File: src/rtl/setpoint_button_ctrl_pkg.sv
// Shared definitions for the altitude setpoint conditioner.
// The setpoint constants are also consumed by the PID stage and the VGA overlay,
// so they live here rather than as parameters of the controller.
package setpoint_button_ctrl_pkg;

  localparam int SP_W = 15;
  localparam logic signed [SP_W-1:0] SP_RESET = 15'sd240;
  localparam logic signed [SP_W-1:0] SP_MIN   = 15'sd1;
  localparam logic signed [SP_W-1:0] SP_MAX   = 15'sd446;

  typedef enum logic [1:0] {IDLE, DELAY, REPEAT, HELD} state_t;
  typedef enum logic {UP, DOWN} dir_t;

  // UP moves the line towards the top of the screen (smaller Y). One guard bit
  // keeps the intermediate sum from wrapping before it is clamped.
  function automatic logic signed [SP_W-1:0] step_setpoint(
    input logic signed [SP_W-1:0] sp,
    input dir_t                   dir,
    input int                     step
  );
    logic signed [SP_W:0] wide;
    logic signed [SP_W:0] delta;
    logic signed [SP_W:0] lo;
    logic signed [SP_W:0] hi;
    delta = (SP_W+1)'(step);
    lo    = $signed({SP_MIN[SP_W-1], SP_MIN});
    hi    = $signed({SP_MAX[SP_W-1], SP_MAX});
    if (dir == UP) begin
      wide = $signed({sp[SP_W-1], sp}) - delta;
      if (wide < lo) return SP_MIN;
    end else begin
      wide = $signed({sp[SP_W-1], sp}) + delta;
      if (wide > hi) return SP_MAX;
    end
    return wide[SP_W-1:0];
  endfunction

endpackage

File: src/rtl/setpoint_button_ctrl_if.sv
// Button/setpoint bundle between the board-level buttons and the setpoint
// controller. The master side drives the raw active-low buttons.
interface setpoint_button_ctrl_if;
  import setpoint_button_ctrl_pkg::*;

  logic                   up_n;
  logic                   down_n;
  logic signed [SP_W-1:0] setpoint;
  logic                   sp_changed;
  logic                   up_held;
  logic                   down_held;

  modport master (
    output up_n, down_n,
    input  setpoint, sp_changed, up_held, down_held
  );

  modport slave (
    input  up_n, down_n,
    output setpoint, sp_changed, up_held, down_held
  );
endinterface

File: src/rtl/setpoint_button_ctrl_button_debounce.sv
// Two-flop synchroniser plus level debouncer for one active-low push button.
// The output is the accepted (stable) pressed level, active-high.
module button_debounce #(
  parameter int DEBOUNCE_CYCLES = 1000000
) (
  input  logic CLK,
  input  logic rst,
  input  logic btn_n,
  output logic level
);

  localparam int CNT_W = $clog2(DEBOUNCE_CYCLES + 1);
  localparam logic [CNT_W-1:0] CNT_LAST = CNT_W'(DEBOUNCE_CYCLES - 1);

  logic             sync1;
  logic             sync2;
  logic             pressed;
  logic [CNT_W-1:0] cnt;

  assign pressed = ~sync2;

  // Synchroniser flops idle at 1 so a released button looks released from reset.
  always_ff @(posedge CLK or posedge rst) begin
    if (rst) begin
      sync1 <= 1'b1;
      sync2 <= 1'b1;
    end else begin
      sync1 <= btn_n;
      sync2 <= sync1;
    end
  end

  // Accept a new level only after it has disagreed with the stable one for DEBOUNCE_CYCLES cycles in a row.
  always_ff @(posedge CLK or posedge rst) begin
    if (rst) begin
      level <= 1'b0;
      cnt   <= '0;
    end else if (pressed == level) begin
      cnt <= '0;
    end else if (cnt == CNT_LAST) begin
      level <= pressed;
      cnt   <= '0;
    end else begin
      cnt <= cnt + CNT_W'(1);
    end
  end

endmodule

File: src/rtl/setpoint_button_ctrl.sv
// Altitude setpoint controller: debounced up/down buttons step a clamped
// signed setpoint register. Auto-repeat while held is enabled by defining
// SETPOINT_AUTOREPEAT_EN; otherwise each press gives exactly one step.
module setpoint_button_ctrl
  import setpoint_button_ctrl_pkg::*;
#(
  parameter int STEP            = 3,
  parameter int DEBOUNCE_CYCLES = 1000000,
  parameter int REPEAT_DELAY    = 50000000,
  parameter int REPEAT_PERIOD   = 10000000
) (
  input logic              CLK,
  input logic              rst,
  setpoint_button_ctrl_if.slave bus
);

  logic                   up_held;
  logic                   down_held;
  state_t                 state;
  state_t                 state_next;
  logic                   step_req;
  dir_t                   step_dir;
  logic signed [SP_W-1:0] sp_q;
  logic signed [SP_W-1:0] sp_stepped;
  logic                   changed_q;

  button_debounce #(.DEBOUNCE_CYCLES(DEBOUNCE_CYCLES)) u_up (
    .CLK   (CLK),
    .rst   (rst),
    .btn_n (bus.up_n),
    .level (up_held)
  );

  button_debounce #(.DEBOUNCE_CYCLES(DEBOUNCE_CYCLES)) u_down (
    .CLK   (CLK),
    .rst   (rst),
    .btn_n (bus.down_n),
    .level (down_held)
  );

`ifdef SETPOINT_AUTOREPEAT_EN
  localparam int RPT_MAX = (REPEAT_DELAY > REPEAT_PERIOD) ? REPEAT_DELAY : REPEAT_PERIOD;
  localparam int RPT_W   = $clog2(RPT_MAX + 1);
  localparam logic [RPT_W-1:0] DELAY_LAST  = RPT_W'(REPEAT_DELAY - 1);
  localparam logic [RPT_W-1:0] PERIOD_LAST = RPT_W'(REPEAT_PERIOD - 1);

  dir_t             dir;
  dir_t             dir_next;
  logic [RPT_W-1:0] rpt_cnt;
  logic [RPT_W-1:0] rpt_cnt_next;
  logic             abort;

  // State, latched direction and repeat counter registers.
  always_ff @(posedge CLK or posedge rst) begin
    if (rst) begin
      state   <= IDLE;
      dir     <= UP;
      rpt_cnt <= '0;
    end else begin
      state   <= state_next;
      dir     <= dir_next;
      rpt_cnt <= rpt_cnt_next;
    end
  end

  // Leave DELAY/REPEAT when our button lets go or the opposite one joins in.
  always_comb begin
    state_next   = state;
    dir_next     = dir;
    rpt_cnt_next = rpt_cnt;
    step_req     = 1'b0;
    step_dir     = dir;
    abort        = (dir == UP) ? (!up_held || down_held) : (!down_held || up_held);
    case (state)
      IDLE: begin
        if (up_held ^ down_held) begin
          step_req     = 1'b1;
          step_dir     = up_held ? UP : DOWN;
          dir_next     = up_held ? UP : DOWN;
          rpt_cnt_next = '0;
          state_next   = DELAY;
        end
      end
      DELAY: begin
        if (abort) begin
          rpt_cnt_next = '0;
          state_next   = IDLE;
        end else if (rpt_cnt == DELAY_LAST) begin
          step_req     = 1'b1;
          rpt_cnt_next = '0;
          state_next   = REPEAT;
        end else begin
          rpt_cnt_next = rpt_cnt + RPT_W'(1);
        end
      end
      REPEAT: begin
        if (abort) begin
          rpt_cnt_next = '0;
          state_next   = IDLE;
        end else if (rpt_cnt == PERIOD_LAST) begin
          step_req     = 1'b1;
          rpt_cnt_next = '0;
        end else begin
          rpt_cnt_next = rpt_cnt + RPT_W'(1);
        end
      end
      default: begin
        rpt_cnt_next = '0;
        state_next   = IDLE;
      end
    endcase
  end
`else
  // State register for the one-step-per-press variant.
  always_ff @(posedge CLK or posedge rst) begin
    if (rst) state <= IDLE;
    else     state <= state_next;
  end

  // One step on the press, then wait in HELD until both buttons are up.
  always_comb begin
    state_next = state;
    step_req   = 1'b0;
    step_dir   = up_held ? UP : DOWN;
    case (state)
      IDLE: begin
        if (up_held ^ down_held) begin
          step_req   = 1'b1;
          state_next = HELD;
        end
      end
      HELD: begin
        if (!up_held && !down_held) state_next = IDLE;
      end
      default: state_next = IDLE;
    endcase
  end
`endif

  assign sp_stepped = step_setpoint(sp_q, step_dir, STEP);

  // Setpoint register; a step that clamps onto the current value is not a change.
  always_ff @(posedge CLK or posedge rst) begin
    if (rst) begin
      sp_q      <= SP_RESET;
      changed_q <= 1'b0;
    end else begin
      changed_q <= 1'b0;
      if (step_req && (sp_stepped != sp_q)) begin
        sp_q      <= sp_stepped;
        changed_q <= 1'b1;
      end
    end
  end

  assign bus.setpoint   = sp_q;
  assign bus.sp_changed = changed_q;
  assign bus.up_held    = up_held;
  assign bus.down_held  = down_held;

endmodule
File: src/flat_wrapper.sv
// flat-port wrapper written by rule: the top's interface ports become plain ports
module setpoint_button_ctrl_flat import setpoint_button_ctrl_pkg::*;
#(
  parameter int STEP            = 3,
  parameter int DEBOUNCE_CYCLES = 1000000,
  parameter int REPEAT_DELAY    = 50000000,
  parameter int REPEAT_PERIOD   = 10000000
)
  (CLK, rst, bus_up_n, bus_down_n, bus_setpoint, bus_sp_changed, bus_up_held, bus_down_held);
  setpoint_button_ctrl_if bus_i ();
  input logic CLK;
  input logic rst;
  input wire logic [$bits(bus_i.up_n)-1:0] bus_up_n;
  input wire logic [$bits(bus_i.down_n)-1:0] bus_down_n;
  output wire logic [$bits(bus_i.setpoint)-1:0] bus_setpoint;
  output wire logic [$bits(bus_i.sp_changed)-1:0] bus_sp_changed;
  output wire logic [$bits(bus_i.up_held)-1:0] bus_up_held;
  output wire logic [$bits(bus_i.down_held)-1:0] bus_down_held;
  assign bus_i.up_n = bus_up_n;
  assign bus_i.down_n = bus_down_n;
  assign bus_setpoint = bus_i.setpoint;
  assign bus_sp_changed = bus_i.sp_changed;
  assign bus_up_held = bus_i.up_held;
  assign bus_down_held = bus_i.down_held;
  setpoint_button_ctrl #(.STEP(STEP), .DEBOUNCE_CYCLES(DEBOUNCE_CYCLES), .REPEAT_DELAY(REPEAT_DELAY), .REPEAT_PERIOD(REPEAT_PERIOD)) u_core (.CLK(CLK), .rst(rst), .bus(bus_i));
endmodule
File: config.mk
export PLATFORM = sky130hd
export DESIGN_NAME = setpoint_button_ctrl_flat
export DESIGN_NICKNAME = d
export VERILOG_FILES = /design/src/rtl/setpoint_button_ctrl_pkg.sv /design/src/rtl/setpoint_button_ctrl_if.sv /design/src/rtl/setpoint_button_ctrl_button_debounce.sv /design/src/rtl/setpoint_button_ctrl.sv /design/src/flat_wrapper.sv
export SDC_FILE = /design/constraint.sdc
export NUM_CORES = 1
export LEC_CHECK = 0
export ABC_AREA = 1
export BUFFER_PORTS_ARGS = -buffer_cell sky130_fd_sc_hd__buf_2
export CAP_MARGIN = 40
export CORE_UTILIZATION = 45
export DETAILED_ROUTE_END_ITERATION = 12
export GPL_TIMING_DRIVEN = 1
export PLACE_DENSITY = 0.7
export SETUP_SLACK_MARGIN = 0.5
export SYNTH_ARGS = -nofsm -noshare
export SYNTH_HDL_FRONTEND = slang
export SYNTH_SLANG_ARGS = --single-unit
File: constraint.sdc
create_clock -name CLK -period 3.1 [get_ports CLK]
set_clock_uncertainty 0.15 [all_clocks]
set_input_delay 0.465 -clock CLK [delete_from_list [all_inputs] [get_ports CLK]]
set_output_delay 0.465 -clock CLK [all_outputs]
set_load 0.01 [all_outputs]
# Word level (Yosys, flattened, before mapping)
# Index checks and enable logic that the tools add are counted.
# totals
in_bits	4
register_bits	64
elab_cells	56
output_inout_bits	18
# classes
n_mux	18
bitwise	5
n_eq_ne	8
addsub	4
n_lt_le_gt_ge	2
reduce_logical	8
# ops
cell	n
20-bit two-way mux	4
15-bit two-way mux	5
20-bit by 1-bit adder with 20-bit output (second input constant)	2
20-bit equality test (second input constant)	2
15-bit by 3-bit adder with 16-bit output (second input constant)	1
16-bit by 10-bit > comparator with 1-bit output (second input constant)	1
16-bit by 2-bit less-than comparator with 1-bit output (second input constant)	1
15-bit by 3-bit subtractor with 16-bit output (second input constant)	1
15-bit != test	1
1-bit two-way mux	6
2-bit AND reduction	3
2-bit two-way mux	2
2-bit by 1-bit != test with 1-bit output (second input constant)	2
1-bit NOT	4
2-bit case mux with 2 select lines	1
1-bit equality test	2
2-bit equality test (second input constant)	1
1-bit logical AND	2
1-bit zero test	2
2-bit zero test	1
1-bit bitwise XOR	1

# Logic depth before layout (Yosys ltp)
# Gate-level depths: netlist of run 1.
# logic_depth
ltp_word	8
mapped_depth	25
ltp_nobuf	23

# Hierarchy
# From an unflattened synthesis of run 1, not the netlist that was laid out.
# hier_totals
cells_unflattened	733
area_unflattened_um2	4833.4
# by_module_without_submodules
module	cells_per_inst	instances	area_each_um2	seq_area_each_um2
setpoint_button_ctrl	403	1	2223.4	430.4
button_debounce (u_core.u_up)	169	1	1315.0	578.1
button_debounce (u_core.u_down)	161	1	1295.0	578.1

# Least setup slack after synthesis of run 1
# OpenSTA, ideal clock, no wires.
# synth_timing
path_kind	register -> register
start	register u_core.sp_q[0] (netlist: u_core.bus.setpoint[0])
end	register u_core.sp_q[1] (netlist: u_core.bus.setpoint[1])
stages_incl_launch_ff	21
t_arrival_ps	2511
path_buffers	2
path_slack_ps	322
t_required_ps	2833
period_less_slack_ps	2778
setup_ps	117
path_cell_list	dfrtp_1 > ha_1 > nor2_4 > nand2_1 > nor2_2 > xor2_1 > nand3_1 > nor2_1 > nand2_1 > nand2_1 > nand2_2 > buf_4 > nand2_1 > nand2_1 > nor2_1 > nand2_1 > nor2_2 > nand2_2 > buf_4 > nand3_1 > nand2_1
# synth_via
elab_chain_cells	7
word_cells_on_any_way	11
# synth_lines
element	line_no	text
start: declaration	setpoint_button_ctrl.sv:23	logic signed [SP_W-1:0] sp_q;
start signal: assignment	setpoint_button_ctrl.sv:150	sp_q <= sp_stepped;
15-bit by 3-bit adder with 16-bit output or 15-bit by 3-bit subtractor with 16-bit output (tied branches)	setpoint_button_ctrl_pkg.sv:32, setpoint_button_ctrl_pkg.sv:29	
16-bit by 10-bit > comparator with 1-bit output or 16-bit by 2-bit less-than comparator with 1-bit output (tied branches)	setpoint_button_ctrl_pkg.sv:33, setpoint_button_ctrl_pkg.sv:30	
1-bit two-way mux, on equally long branches	setpoint_button_ctrl_pkg.sv:33, setpoint_button_ctrl_pkg.sv:30	
1-bit two-way mux	setpoint_button_ctrl_pkg.sv:28	if (dir == UP) begin
15-bit two-way mux	setpoint_button_ctrl_pkg.sv:35	return wide[SP_W-1:0];
15-bit != test	setpoint_button_ctrl.sv:149	if (step_req && (sp_stepped != sp_q)) begin
1-bit logical AND	setpoint_button_ctrl.sv:149	
# Several ways; a longest one is shown, not always the timed one.
# A chain may end at the register's enable or synchronous reset.

# Worst setup path in the final report of run 1
# layout_timing
start	register u_core.sp_q[5] (netlist: u_core.bus.setpoint[5])
end	register u_core.sp_q[8] (netlist: u_core.bus.setpoint[8])
# Same word-level chain as after synthesis.

==> results.toml, run 1 <==
[place]
gp_congestion = 0.9306
placed_cell_area_sq_um = 4594
pre_cts_ws_ns = 0.1621
place.port_buffers = 21
place_hpwl_um = 7522
dp_cells = 765

[routing]
ant_nets = 0
wl_per_cell_um = 13.95
via_per_inst = 5.394
first_iter_violations = 217
dr_total_vias = 4369
totalWireLength_um = 11300
post-route-drc-count = 2
dr.pass1.iters = 9

[timing]
tightest_slew_ns = 0.7634
fin_crit_sh_pct = 97.55
rsz0062_at_grt = "yes"
fin_setup_tns_ns = 0
relSlewSlack_pct = 49.11
setup_viol = 0
report.final.slew_viol_count = 0
layout_setup_ws_ns = 0.07601
fmax_mhz = 330.7
period_minus_slack_ns = 3.024
hold_viol = 0

[flow_run]
drv_cap = 0

[clock_tree]
cts_tree = "built"
numCtsBuffers = 9
worstSkewPairLatency_ns = 0.33
root_buffer = "clkbuf_8"
cts_max_level = 3
cts.sink_count = 63
path_clk_slew_ns = 0.06
cts_buffer_depth = 2

[cells_and_area]
regArea_sq_um = 1592
final_nets = 704
num_antenna_cells = 0
multi_input_area_sq_um = 2611
nFillCells = 849
fin_area_sq_um = 5431
drive_gt1_share_pct = 28.47
syn_to_final_growth_pct = 27.34
finalNonFillerCells = 810

[worst_setup_path]
crit_path_end_kind = "flop"
startpoint_type = "flop"
worstPathArrival_ns = 3.08
critical_path.max_fanout = 8
cp_data_required_time_ns = 3.16
crit_type = "flop to flop"

[power]
p_per_area_nw_per_um2 = 308.4
internal_power_mw = 1.343
seq_power_share_pct = 50.1
p_sw_mw = 0.3317
ir_drop_mv = 0.3837
swShare_pct = 19.80
clkPwrFrac_pct = 47.1
p_comb_share_pct = 2.8
total_leakage_power_nw = 2.745

[global_route]
grt_first_pass_wirelength_um = 17480
grt_max_degree = 64
grt_util_all_layers_pct = 21.97
grt_pass1_vias = 4004
antenna_found_initial = 0
grt_overflow = 0

[floorplanning]
start_util_pct = 46.38
ios = 22
fp.dieH_um = 99.36
rows = 35
dieWidth_um = 99.36
core_region_area_sq_um = 9196
die_area_sq_um = 9871

[yosys]
synth.yosys.seq_area_share_pct = 37.20
synth_warnings = 0
synth_flop_cell = "dfrtp_1"
synth-edff-count = 0
ys_ff_latch = 63
yosysTopAreaCell = "dfrtp_1"
avgSynthCellArea_sq_um = 6.707
synth_cell_types = 36
synth_fp_nets = 646
async_reset_ff_share_pct = 100.0
synth_top_cells_by_count = "nand2_1 (194), inv_1 (80), nor2_1 (71)"
yosysMostFrequentCell = "nand2_1"
syn_area_sq_um = 4265
syn_inst = 636
synth_area_leaders = "dfrtp_1 (32%), nand2_1 (17%), nand3_1 (7.3%)"
post-synth-top-area-fraction_pct = 32.27

[hold_path]
hold_class = "primary input to flop"

[run_status]
violations = "DRC"
status = "complete, but fails checks"
[worst max-delay path: stages (launching register included)]
cell and delay (ns):
dfstp_2 0.64, buf_4 0.16, nor2_4 0.04, nand2_2 0.10, inv_2 0.05, nand2_1 0.07
nand2_1 0.07, nand2_2 0.10, nor2_1 0.04, nand2_1 0.07, nor2_1 0.05, nand2_1 0.06
nand2_2 0.06, nand2_4 0.13, clkbuf_16 0.18, nand3_2 0.07, nand2_1 0.09, nand2_1 0.06
nor2_1 0.09, nand2_1 0.07, nor2_2 0.14, nand2_4 0.10, buf_8 0.15, nand3_1 0.06
nand2_1 0.07
[final timing paths]
kind,slack (ns),start,cells after the start,endpoint
worst min register to register,0.20,u_core.u_up.sync1,0,u_core.u_up.sync2
min in group asynchronous,0.21,rst,3,u_core.u_down.cnt[14]
worst max register to register,0.08,u_core.bus.setpoint[5],24,u_core.bus.setpoint[8]
worst min-delay path,0.08,bus_down_n,1,u_core.u_down.sync1
max in group asynchronous,2.05,rst,3,u_core.bus.setpoint[0]
worst max-delay path,0.08,u_core.bus.setpoint[5],24,u_core.bus.setpoint[8]
[logic make-up (layout without fill, tap and decap cells)]
group / after synthesis / after routing / share of synthesized area, %
adders and majority gates: 6 / 6 / 1.760
AOI/OAI and AO/OA: 57 / 57 / 7.040
muxes: 1 / 1 / 0.2347
DFF: 63 / 63 / 37.20
buffers and inverters: 104 / 167 / 10.44
and+or+nand+nor: 387 / 387 / 39.63
xor gates and xnor gates: 18 / 18 / 3.696
[repair_timing]
| item | 4_1_cts | 5_1_grt |
|---|---|---|
| pin swaps | 2 | 42 |
| resized for setup | 13 | 81 |
| gates cloned | 0 | 5 |
| setup buffers | 9 | 15 |
| endpoints found under the hold margin | 0 | 0 |
| setup endpoints to repair | 18 | 22 |
| hold buffers | 0 | 0 |
[power groups by stage]
| stage | Clock [mW] | Sequential [mW] | Combinational, mW |
|---|---|---|---|
| 2_1_floorplan | 0 | 0.853 | 0.0335 |
| 3_3_place_gp | 0 | 0.854 | 0.0452 |
| 3_5_place_dp | 0 | 0.854 | 0.0458 |
| 4_1_cts | 0.807 | 0.839 | 0.0461 |
| 5_1_grt | 0.845 | 0.840 | 0.0555 |
| 6_report | 0.788 | 0.840 | 0.0467 |
[sequential cells by signal, summed over array words and instances, names as in the netlist]
signal and cells:
u_core.u_up.sync2 1, u_core.bus.sp_changed 1, u_core.u_up.level 1, u_core.u_down.level 1, u_core.u_down.sync1 1, u_core.u_up.sync1 1, u_core.u_down.cnt 20, u_core.u_up.cnt 20
u_core.bus.setpoint 15, u_core.u_down.sync2 1, u_core.state 1
[area by class of cell]
class | count | share of cell area, %
Multi-Input combinational cell | 469 | 48.08
Inverter | 86 | 5.943
Clock buffer | 13 | 2.926
Tap cell | 111 | 2.557
Clock inverter | 3 | 1.198
Timing Repair Buffer | 65 | 9.998
Sequential cell | 63 | 29.30
[per-stage QoR]
| stage | power, mW | hold slack (ns) | utilization [%] |
|---|---|---|---|
| after floorplan | 0.8862 | 0.1952 | - |
| after global placement | 0.8989 | 0.1972 | 49.96 |
| after detailed placement | 0.9001 | 0.1968 | 49.96 |
| after CTS | 1.692 | 0.06400 | 53.61 |
| after global routing | 1.740 | 0.06092 | 59.06 |
| final | 1.675 | 0.08256 | 59.06 |
[routing by layer]
layer  share of wire (%)  global-route usage [%]  vias up
met1                  44                   27.73     2044
met3                 5.3                   4.146       35
li1                    -                       -     2146
met5                   0                       0        -
met4                 2.8                   10.18        0
met2                  48                   36.54      144
[cells in the final DEF, fill, tap and decap left out, types with 12 or more instances in the layout]
cell	netlist	final
inv_2	6	14
nand4_1	12	12
nand3_1	62	38
dfrtp_1	55	51
nor2_2	6	17
nand2_1	194	171
nor2_1	71	53
nor3_1	19	15
buf_2	4	21
buf_4	5	32
o21ai_0	27	25
nand3_2	0	24
inv_1	80	72
a21oi_1	19	19
nand2_2	4	23
Note: power is estimated with default switching activity, not from simulation.
==> run 2: changes to the inputs <==
--- a/config.mk
+++ b/config.mk
@@ -11,7 +11,6 @@
 export CORE_UTILIZATION = 45
 export DETAILED_ROUTE_END_ITERATION = 12
 export GPL_TIMING_DRIVEN = 1
-export PLACE_DENSITY = 0.7
 export SETUP_SLACK_MARGIN = 0.5
 export SYNTH_ARGS = -nofsm -noshare
 export SYNTH_HDL_FRONTEND = slang
==> run 2 against run 1 <==
Count of clock-buffer cells in the layout decreased by 1. Critical path type unchanged. Via count is 2.8% lower. Critical path depth down 1. Fmax about the same. Routed wire length down 1.8%. Sequential share of layout area is 0.69 points higher. Largest power group unchanged. Final area fell by 2.2%. Highest routed layer unchanged. Hold slack got worse by 0.040 ns. Core utilization down 1.3 points. The flow now finishes without violations.
==> results.toml, run 2 (synthesized netlist as in run 1, its figures left out) <==
[worst_setup_path]
path_common_cell = "nand2_1"
cp_num_buf_inv = 3
r2r-end = "u_core.bus.setpoint[0]"
reg2regPathDepth = 23
r2r_setup_slack_ns = 0.07
slowest_delay_ns = 0.47
crit_type = "flop to flop"
crit_path_start = "u_core.bus.setpoint[1]"
r2r-start = "u_core.bus.setpoint[1]"
startpoint_type = "flop"
cp_data_required_time_ns = 3.17
critPathTopFamily = "simple AND/OR/NAND/NOR gates"
critical_path.max_fanout = 7
cpMaxStageDelayCell = "dfrtp_2"
worstPathArrival_ns = 3.10
path_cells = "ha_4, nor2_4, nand2_4, nor2_4, nand2_1, nand2_1, nand2_1, inv_2, nand2_2, nor2_1, nand2_1, nand2_2, nand2_4, buf_8, nand3_2, nand2_1, nand2_1, nand3_1, nor2_2, nand2_4, buf_6, nand3_1, nand2_1"
crit_path_end_kind = "flop"

[power]
ir_drop_mv = 0.2595
p_per_area_nw_per_um2 = 321.0
p_sw_mw = 0.3430
seq_power_share_pct = 49.3
internal_power_mw = 1.362
clkPwrFrac_pct = 47.8
total_leakage_power_nw = 2.636
swShare_pct = 20.12
p_comb_share_pct = 2.9

[floorplanning]
fp.dieH_um = 99.36
dieWidth_um = 99.36
ios = 22
die_area_sq_um = 9871
start_util_pct = 46.38
rows = 35
core_region_area_sq_um = 9196

[routing]
totalWireLength_um = 11090
post-route-drc-count = 0
via_per_inst = 5.290
wl_per_cell_um = 13.81
dr.pass1.iters = 5
dr_total_vias = 4248
ant_nets = 0
first_iter_violations = 199

[cells_and_area]
multi_input_area_sq_um = 2519
nFillCells = 862
regArea_sq_um = 1593
syn_to_final_growth_pct = 24.52
mostFrequentLayoutCell = "nand2_1"
drive_gt1_share_pct = 24.42
final_cell_mix = "nand2_1 (181), inv_1 (75), nor2_1 (62)"
final_nets = 698
num_antenna_cells = 0

[timing]
fin_crit_sh_pct = 97.61
tightest_slew_ns = 0.6100
layout_setup_ws_ns = 0.07402
fmax_mhz = 330.5
worst_hold_slack_ns = 0.04287
hold_viol = 0
period_minus_slack_ns = 3.026
report.final.slew_viol_count = 0
rsz0062_at_grt = "yes"
relSlewSlack_pct = 59.28
setup_viol = 0

[clock_tree]
cts_max_level = 3
numCtsBuffers = 9
cts.sink_count = 63
hold_buffers = 0
worstSkewPairLatency_ns = 0.34
path_clk_slew_ns = 0.07
cts_buffer_depth = 2
cts_tree = "built"
root_buffer = "clkbuf_8"

[global_route]
grt_overflow = 0
antenna_found_initial = 0
grt_max_degree = 29
grt_util_all_layers_pct = 22.35
grt_pass1_vias = 3744
grt_first_pass_wirelength_um = 17460

[place]
place_hpwl_um = 7804
pre_cts_ws_ns = 0.1146
gp_congestion = 0.9059
place.port_buffers = 21

[hold_path]
hold_class = "primary input to asynchronous set/reset pin"

[run_status]
status = "finished, final reports clean"

[flow_run]
drv_cap = 0
-- run 2: power by group through the flow --
stage                     clock network, mW  logic (mW)  registers (mW)
final                                 0.816      0.0491           0.840
after global routing                  0.873      0.0605           0.841
after CTS                             0.839      0.0479           0.839
after detailed placement                  0      0.0477           0.854
after global placement                    0      0.0470           0.854
after floorplan                           0      0.0335           0.853
-- run 2: layer usage --
metal / up-vias / share of wire [%] / global-route usage (%)
met1: 1990 / 47 / 30.18
li1: 2126 / - / -
met5: - / 0 / 0
met3: 10 / 5.6 / 5.833
met4: 0 / 0.98 / 5.882
met2: 122 / 46 / 35.63
-- run 2: area by class of cell --
class,count,share of cell area [%]
multi-input combinational,469,47.42
tap,111,2.615
timing repair buffer,59,9.517
clock inverter,3,1.225
inverter,86,6.125
sequential,63,29.99
clock buffer,12,3.110
-- run 2: worst max-delay path by stage --
| stage | end | slack [ns] | cells after the start |
|---|---|---|---|
| floorplan | u_core.bus.setpoint[1] | 0.45 | 24 |
| global placement | u_core.bus.setpoint[13] | 0.1 | 23 |
| detailed placement | u_core.bus.setpoint[10] | 0.11 | 23 |
| CTS | u_core.bus.setpoint[10] | 0.18 | 23 |
| global route | u_core.bus.setpoint[8] | -0.1 | 22 |
| finish | u_core.bus.setpoint[0] | 0.07 | 23 |
-- run 2: metrics by stage --
step | utilization (%) | cells | instance area [sq um] | total power, mW | TNS (ns)
2_1_floorplan | - | 636 | 4357 | 0.8862 | 0
5_1_grt | 57.76 | 803 | 5311 | 1.774 | -1.230
6_report | 57.76 | 803 | 5311 | 1.705 | 0
4_1_cts | 53.35 | 786 | 4906 | 1.726 | 0
3_3_place_gp | 49.82 | 765 | 4582 | 0.9009 | 0
3_5_place_dp | 49.82 | 765 | 4582 | 0.9019 | 0
-- run 2: timing repair --
action	CTS	global route
setup endpoints to repair	18	22
setup buffers	6	12
gates cloned	0	5
pin swaps	2	27
resized for setup	11	57
==> run 3: changes to the inputs <==
--- a/config.mk
+++ b/config.mk
@@ -5,7 +5,6 @@
 export SDC_FILE = /design/constraint.sdc
 export NUM_CORES = 1
 export LEC_CHECK = 0
-export ABC_AREA = 1
 export BUFFER_PORTS_ARGS = -buffer_cell sky130_fd_sc_hd__buf_2
 export CAP_MARGIN = 40
 export CORE_UTILIZATION = 45
==> run 3 against run 2 <==
Routed wire length shrank 4.3%. Largest cell class unchanged. Sequential power is essentially flat. Synthesized area shrank 6.3%. Power shrank 1.5%. The run now ends with setup timing left.
==> results.toml, run 3 <==
[floorplanning]
die_area_sq_um = 9264
dieWidth_um = 96.25
ios = 22
fp.dieH_um = 96.25
start_util_pct = 46.06
core_region_area_sq_um = 8678
rows = 34

[cells_and_area]
syn_to_final_growth_pct = 32.61
final_cell_mix = "buf_4 (92), nor2_1 (54), dfrtp_1 (52)"
drive_gt1_share_pct = 33.69
num_antenna_cells = 0
finalNonFillerCells = 672
final_nets = 569
nFillCells = 745
mostFrequentLayoutCell = "buf_4"

[yosys]
syn_area_sq_um = 3998
yosysMostFrequentCell = "nor2_1"
synth_area_leaders = "dfrtp_1 (34%), dfstp_2 (5.3%), nor2_1 (5.3%)"
ys_ff_latch = 63
synth_fp_nets = 465
synth-edff-count = 0
synth_cell_types = 71
synth_flop_cell = "dfrtp_1"
synth_warnings = 0
avgSynthCellArea_sq_um = 8.786
synth.yosys.seq_area_share_pct = 39.69
yosysTopAreaCell = "dfrtp_1"
syn_inst = 455
async_reset_ff_share_pct = 100.0
synth_top_cells_by_count = "nor2_1 (56), dfrtp_1 (55), nand2_1 (42)"
post-synth-top-area-fraction_pct = 34.43

[power]
swShare_pct = 20.28
p_sw_mw = 0.3404
p_per_area_nw_per_um2 = 316.7
power_mw = 1.679
clkPwrFrac_pct = 47.7
p_comb_share_pct = 2.4
ir_drop_mv = 0.3640
total_leakage_power_nw = 2.458
seq_power_share_pct = 50.0
internal_power_mw = 1.338

[place]
gp_congestion = 0.9323
place_hpwl_um = 7667
pre_cts_ws_ns = -0.2268
dp_cells = 639
place.port_buffers = 21

[worst_setup_path]
crit_path_end_kind = "flop"
crit_type = "flop to flop"
r2r-start = "u_core.bus.setpoint[1]"
worstPathArrival_ns = 3.42
cp_data_required_time_ns = 3.16
crit_path_start = "u_core.bus.setpoint[1]"
critical_path.max_fanout = 6
startpoint_type = "flop"

[routing]
dr.pass1.iters = 5
ant_nets = 0
totalWireLength_um = 10620
dr_total_vias = 3779
via_per_inst = 5.624
first_iter_violations = 243
post-route-drc-count = 0
wl_per_cell_um = 15.80

[global_route]
antenna_found_initial = 0
grt_first_pass_wirelength_um = 17260
use_met3_pct = 4.344
grtUsageMet2_pct = 40.48
grt_max_degree = 31
top_usage_layer = "met2"
met1_usage_pct = 31.62
grt_pass1_vias = 3647
grt_overflow = 0
grt_util_all_layers_pct = 24.46

[timing]
report.final.slew_viol_count = 0
layout_setup_ws_ns = -0.2601
relSlewSlack_pct = 53.01
tightest_slew_ns = 0.7049
setup_viol = 15
hold_viol = 0
fmax_mhz = 297.6
fin_crit_sh_pct = 108.4
rsz0062_at_grt = "yes"
period_minus_slack_ns = 3.360

[run_status]
status = "complete, but fails checks"
violations = "setup timing"

[clock_tree]
cts_max_level = 3
root_buffer = "clkbuf_8"
cts.sink_count = 63
cts_tree = "built"
worstSkewPairLatency_ns = 0.33
path_clk_slew_ns = 0.07
cts_buffer_depth = 2
numCtsBuffers = 9

[flow_run]
drv_cap = 0

[hold_path]
hold_class = "primary input to asynchronous set/reset pin"
[run 3: kinds of logic after synthesis]
group	synth area share, %
mux	0.7825
simple gates	28.26
flops	39.69
compound gates	16.24
buf+inv	5.039
xor+xnor	8.106
fa+ha+maj	1.878
[run 3: cell type report]
class / count / area, sq um / share of cell area, %
clock buffers: 11 / 151.4 / 2.856
repair buffers: 121 / 894.6 / 16.88
multi-input cells: 352 / 2400 / 45.27
clock inverters: 5 / 80.08 / 1.511
flip-flops and latches: 63 / 1590 / 30.00
inverters: 12 / 50.05 / 0.9441
well taps: 108 / 135.1 / 2.549
[run 3: final timing paths]
kind / slack [ns] / endpoint / cells after the start
min reg2reg: 0.21 / u_core.u_up.sync2 / 0
min: 0.06 / u_core.u_up.cnt[16] / 2
min in group CLK: 0.09 / u_core.u_down.sync1 / 1
max in group asynchronous: 2.01 / u_core.bus.setpoint[6] / 3
max: -0.26 / u_core.bus.setpoint[14] / 12
max reg2reg: -0.26 / u_core.bus.setpoint[14] / 12
[run 3: routing by layer]
metal | vias to the layer above | part of all wire [%]
li1 | 1847 | -
met1 | 1791 | 44
met2 | 113 | 49
met3 | 28 | 4.1
met4 | 0 | 3.1
met5 | - | 0
[run 3: through the flow]
stage                     hold slack, ns  area [sq um]  setup TNS [ns]  utilization [%]
after floorplan                   0.1952          4068         -0.7015                -
after global placement            0.1965          4777          -1.745            55.05
after detailed placement          0.1978          4777          -2.392            55.05
after CTS                        0.06590          5199          -1.439            59.90
after global routing             0.06880          5301          -3.965            61.09
final                            0.05704          5301          -2.813            61.09
[run 3: power by group through the flow]
stage          logic (mW)  clock network, mW  registers (mW)
6_report           0.0395              0.800           0.839
2_1_floorplan      0.0297                  0           0.853
5_1_grt            0.0494              0.856           0.840
3_5_place_dp       0.0411                  0           0.854
4_1_cts            0.0413              0.820           0.839
3_3_place_gp       0.0406                  0           0.853
[run 3: repair_timing]
item                                    in CTS  in global routing
endpoints found under the setup margin      16                 16
gates resized for setup                     23                 15
cloned                                       0                  1
pin swaps                                   22                  8
hold buffers                                 0                  0
buffers inserted                            12                  4
[run 3: worst max-delay path: stages, from the launching register on]
cell and delay [ns]:
dfrtp_2 0.45, buf_4 0.17, o211a_1 0.29, a311oi_1 0.31, a31oi_1 0.08, a211o_1 0.34, buf_4 0.16, o2111a_1 0.25
a211oi_2 0.22, a2111oi_4 0.09, a31oi_4 0.24, buf_6 0.16, mux2_2 0.32
